**config.mk**
```make
export PLATFORM = sky130hd
export DESIGN_NAME = pulse_width_meter
export DESIGN_NICKNAME = d
export VERILOG_FILES = /design/src/rtl/pulse_width_meter.sv
export SDC_FILE = /design/constraint.sdc
export NUM_CORES = 1
export LEC_CHECK = 0
export BUFFER_PORTS_ARGS = -buffer_cell sky130_fd_sc_hd__buf_4
export CAP_MARGIN = 20
export CORE_UTILIZATION = 35
export CTS_CLUSTER_DIAMETER = 30
export DETAILED_ROUTE_END_ITERATION = 10
export GPL_ROUTABILITY_DRIVEN = 0
export PLACE_DENSITY_LB_ADDON = 0.08
export SETUP_SLACK_MARGIN = 0.4
export SYNTH_ARGS = -nofsm -noshare
export SYNTH_HDL_FRONTEND = slang
export SYNTH_SLANG_ARGS = --single-unit
```
**constraint.sdc**
```tcl
create_clock -name i_clk -period 2.2 [get_ports i_clk]
set_input_delay 0.22 -clock i_clk [delete_from_list [all_inputs] [get_ports i_clk]]
set_output_delay 0.22 -clock i_clk [all_outputs]
set_load 0.02 [all_outputs]
```
**src/rtl/pulse_width_meter.sv**
```systemverilog
// Measures the width of each high pulse on i_pul_in in clock cycles and hands it out with RDY/ACK.
// Define PWM_IN_SYNC_EN to put a two-flop synchronizer on i_pul_in (adds 2 cycles of latency).
module pulse_width_meter #(
  parameter int WIDTH = 4
) (
  input  logic             i_clk,
  input  logic             i_rst_n,
  input  logic             i_pul_in,
  input  logic             i_en,
  input  logic             i_ack,
  output logic [WIDTH-1:0] o_w_pul_n,
  output logic             o_rdy,
  output logic             o_ovf,
  output logic             o_lost
);

  typedef enum logic [1:0] {
    WAIT_LOW = 2'd0,
    IDLE     = 2'd1,
    MEAS     = 2'd2
  } state_t;

  localparam logic [WIDTH-1:0] CntMax = '1;

  state_t           r_state;
  state_t           w_stateNext;
  logic [WIDTH-1:0] r_cnt;
  logic [WIDTH-1:0] w_cntNext;
  logic             r_ovf;
  logic             w_ovfNext;
  logic             w_commit;
  logic             w_s;
  logic [WIDTH-1:0] r_width;
  logic             r_rdy;
  logic             r_ovfOut;
  logic             r_lost;

`ifdef PWM_IN_SYNC_EN
  logic r_sync1;
  logic r_sync2;

  // Flops reset high so a line that is idle-high after reset looks like a partial pulse.
  always_ff @(posedge i_clk or negedge i_rst_n) begin
    if (!i_rst_n) begin
      r_sync1 <= 1'b1;
      r_sync2 <= 1'b1;
    end else begin
      r_sync1 <= i_pul_in;
      r_sync2 <= r_sync1;
    end
  end

  assign w_s = r_sync2;
`else
  assign w_s = i_pul_in;
`endif

  always_ff @(posedge i_clk or negedge i_rst_n) begin
    if (!i_rst_n) begin
      r_state <= WAIT_LOW;
      r_cnt   <= '0;
      r_ovf   <= 1'b0;
    end else begin
      r_state <= w_stateNext;
      r_cnt   <= w_cntNext;
      r_ovf   <= w_ovfNext;
    end
  end

  always_comb begin
    w_stateNext = r_state;
    w_cntNext   = r_cnt;
    w_ovfNext   = r_ovf;
    w_commit    = 1'b0;
    if (!i_en) begin
      w_stateNext = WAIT_LOW;
      w_cntNext   = '0;
      w_ovfNext   = 1'b0;
    end else begin
      case (r_state)
        WAIT_LOW: begin
          if (!w_s) w_stateNext = IDLE;
        end
        IDLE: begin
          if (w_s) begin
            w_stateNext = MEAS;
            w_cntNext   = {{(WIDTH-1){1'b0}}, 1'b1};
          end
        end
        MEAS: begin
          if (w_s) begin
            if (r_cnt == CntMax) w_ovfNext = 1'b1;
            else                 w_cntNext = r_cnt + 1'b1;
          end else begin
            w_commit    = 1'b1;
            w_stateNext = IDLE;
            w_cntNext   = '0;
            w_ovfNext   = 1'b0;
          end
        end
        default: begin
          w_stateNext = WAIT_LOW;
          w_cntNext   = '0;
          w_ovfNext   = 1'b0;
        end
      endcase
    end
  end

  // A commit coinciding with ACK replaces the pending result instead of counting as lost.
  always_ff @(posedge i_clk or negedge i_rst_n) begin
    if (!i_rst_n) begin
      r_width  <= '0;
      r_rdy    <= 1'b0;
      r_ovfOut <= 1'b0;
      r_lost   <= 1'b0;
    end else if (w_commit) begin
      if (!r_rdy || i_ack) begin
        r_width  <= r_cnt;
        r_ovfOut <= r_ovf;
        r_rdy    <= 1'b1;
      end else begin
        r_lost <= 1'b1;
      end
    end else if (i_ack && r_rdy) begin
      r_rdy  <= 1'b0;
      r_lost <= 1'b0;
    end
  end

  assign o_w_pul_n = r_width;
  assign o_rdy     = r_rdy;
  assign o_ovf     = r_ovfOut;
  assign o_lost    = r_lost;

endmodule

```
==> flow_summary.yaml <==
sta:
  fin_tns_setup_ns: 0
  report.final.slew_viol_count: 0
  grt_setup_unrepaired: "no"
  relSlewSlack_pct: 79.98
  setup_viol: 0
  layout_setup_ws_ns: 0.5463
  fmax_ghz: 0.6047
  worst-slew-pin-transition_ns: 0.2998
  finalCritPeriodShare_pct: 75.17
  final_hold_viol_count: 0
  fin_crit_ns: 1.654
  fin_worst_skew_ns: 0.003458
power_and_ir_drop:
  p_leak_nw: 0.4468
  switching_power_w: 0.0001334
  swShare_pct: 25.26
  internal-power_w: 0.0003946
  finalPower_w: 0.0005280
  pwr-share-clk_pct: 35.7
  seq_power_share_pct: 51.1
  power_density_mw_per_mm2: 550.2
  irDropWorstVdd_mv: 0.5375
  p_comb_share_pct: 13.2
critical_path:
  crit_fanout: 5
  startpoint: "r_state[0]"
  reg2reg_slack_ns: 0.55
  rr_startpoint: "r_state[0]"
  r2r_cells: 6
  endpoint_kind: "flip-flop"
  critPathKind: "reg -> reg"
  arrival_ns: 1.83
  cp.required_ns: 2.38
  r2r-end: "r_state[1]"
  start_kind: "flip-flop"
  crit_path_end: "r_state[1]"
routing:
  vias: 596
  met1_length_um: 722
  route.final.wire_length_um: 1485
  via_per_inst: 5.138
  drtIter0Drc: 3
  wl_met3_um: 69
  drt-pass1-iter-count: 4
  met2WireLength_um: 680
  avgRoutedWirePerCell_um: 12.80
  top_layer: "met4"
  drc_errors: 0
  ant_nets: 0
cts:
  cts.sinks: 14
  numCtsBuffers: 3
  cts_setup_buffers: 0
  clk_latency_ns: 0.28
  clkSlewWorstSetupHoldPaths_ns: 0.09
  clock_path_buffers: 2
  cts_root_buf: "clkbuf_4"
  h-tree-depth: 1
  cts_tree: "done"
synth:
  yosys.cell_types.count: 32
  ys_warn_count: 0
  synthCells: 74
  ys_seq_area_share_pct: 43.68
  syn_nets: 84
  synth_area_um2: 802.0
  syn_avg_cell_area_um2: 10.84
  yosys_register_bits: 14
placed_design:
  dp_slack_ns: 0.5728
  portBuffers: 11
  dpl.hpwl_um: 1052
  dp_cells: 111
  dpl_cell_area_um2: 913.4
run:
  cap_viol_max_count: 0
layout:
  area_delta_synth_final_pct: 19.66
  nNetsFinal: 100
  final_area_um2: 959.7
  final-instance-count-excl-fill: 116
  drive_gt1_share_pct: 29.21
  diodes: 0
grt:
  grt_pass1_wl_um: 2628
  grtUsageTotal_pct: 13.92
  antenna_found_initial: 0
  grt_max_degree: 15
  grt_pass1_vias: 582
  grt_overflow_total: 0
floorplan:
  die_w_um: 49.87
  core-area_mm2: 0.002062
  initial_core_util_pct: 38.90
  num_rows: 16
  dieArea_mm2: 0.002487
  die-height_um: 49.87
  io-pin-count: 12
run_status:
  run_status: "completed"
min_path:
  hold_path_depth: 4
  min_path_type: "in -> reg"
-- placed cells by master (no fill, tap or decap), types with 2 or more instances in the layout --
| cell type | n |
|---|---|
| dfrtp_1 | 14 |
| buf_4 | 11 |
| nand2_1 | 7 |
| mux2_4 | 5 |
| a21oi_1 | 5 |
| ha_1 | 5 |
| inv_1 | 3 |
| nor2b_1 | 3 |
| nor2_1 | 3 |
| clkbuf_4 | 3 |
| a22oi_1 | 2 |
| o21ai_1 | 2 |
| o21ai_0 | 2 |
| a41oi_1 | 2 |
| o22ai_1 | 2 |
-- state kept, by name, indices dropped and copies added, names as in the netlist --
| signal | count |
|---|---|
| r_cnt | 4 |
| o_rdy | 1 |
| o_ovf | 1 |
| o_w_pul_n | 4 |
| r_state | 2 |
| o_lost | 1 |
| r_ovf | 1 |
-- cell families after synthesis --
group / synth area share (%)
simple gates: 18.41
compound gates: 17.32
flops: 43.68
mux: 10.76
fa+ha+maj: 7.800
buf+inv: 2.027
-- how the worst min path moves through the flow --
| stage | from | end | slack [ns] |
|---|---|---|---|
| after detailed placement | i_rst_n | o_ovf | 0.08 |
| after global routing | i_ack | o_lost | 0.23 |
| after floorplan | i_rst_n | o_lost | -0.08 |
| after global placement | i_rst_n | o_lost | 0.09 |
| final | i_ack | o_lost | 0.21 |
| after CTS | i_ack | o_lost | 0.20 |
-- layer usage --
metal / up-vias / track usage, %
li1: 304 / -
met1: 278 / 17.33
met2: 12 / 22.07
met3: 2 / 5.556
met4: 0 / 3.810
met5: - / 0
-- power groups by stage --
stage / Sequential [W] / Clock, W / Combinational [W]
finish: 0.000270 / 0.000188 / 0.0000697
global route: 0.000271 / 0.000206 / 0.0000798
CTS: 0.000270 / 0.000196 / 0.0000712
detailed placement: 0.000275 / 0 / 0.0000687
global placement: 0.000275 / 0 / 0.0000692
floorplan: 0.000276 / 0 / 0.0000440
-- Yosys cell counts, drive strengths merged --
master | instances | area, um^2
nor2b | 4 | 27.53
a21oi | 5 | 25.02
o21a | 1 | 7.510
o22ai | 2 | 12.51
buf | 1 | 5.000
nand2 | 7 | 26.28
nor2 | 5 | 28.78
o21ai | 5 | 28.78
inv | 3 | 11.26
o31ai | 1 | 7.510
nand3b | 1 | 20.02
ha | 5 | 62.56
a311oi | 1 | 8.760
dfrtp | 14 | 350.3
a22oi | 2 | 15.01
nand3 | 2 | 15.01
nor3 | 1 | 5.000
and2 | 1 | 6.260
a21o | 1 | 7.510
nand2b | 1 | 6.260
mux2 | 6 | 86.33
and3 | 1 | 6.260
o31a | 1 | 8.760
a41oi | 2 | 17.52
nand4 | 1 | 6.260
-- cell type report --
class                   count  area, um^2
clock buffers               4       36.28
fillers                   200        1102
inverters                   3       11.26
multi-input cells          56       435.4
flip-flops and latches     14       350.3
well taps                  27       33.78
repair buffers             12       92.59
-- through the flow --
stage | hold slack (ns) | utilization, %
CTS | 0.2004 | 46.54
global placement | 0.08604 | 44.30
finish | 0.2084 | 46.54
detailed placement | 0.08440 | 44.30
global route | 0.2325 | 46.54
floorplan | -0.07559 | -
-- critical path, cell delays in order, from the launching register on --
cell,delay (ns)
dfrtp_1,0.43
inv_1,0.10
ha_1,0.29
nor2_2,0.20
mux2_1,0.33
a22oi_1,0.14
nor2b_1,0.07
-- repair_timing --
item	in CTS	in global routing
hold buffers	1	0
hold endpoints to repair	14	0
resized for setup	0	0
Power figures use the tool's default switching activity.
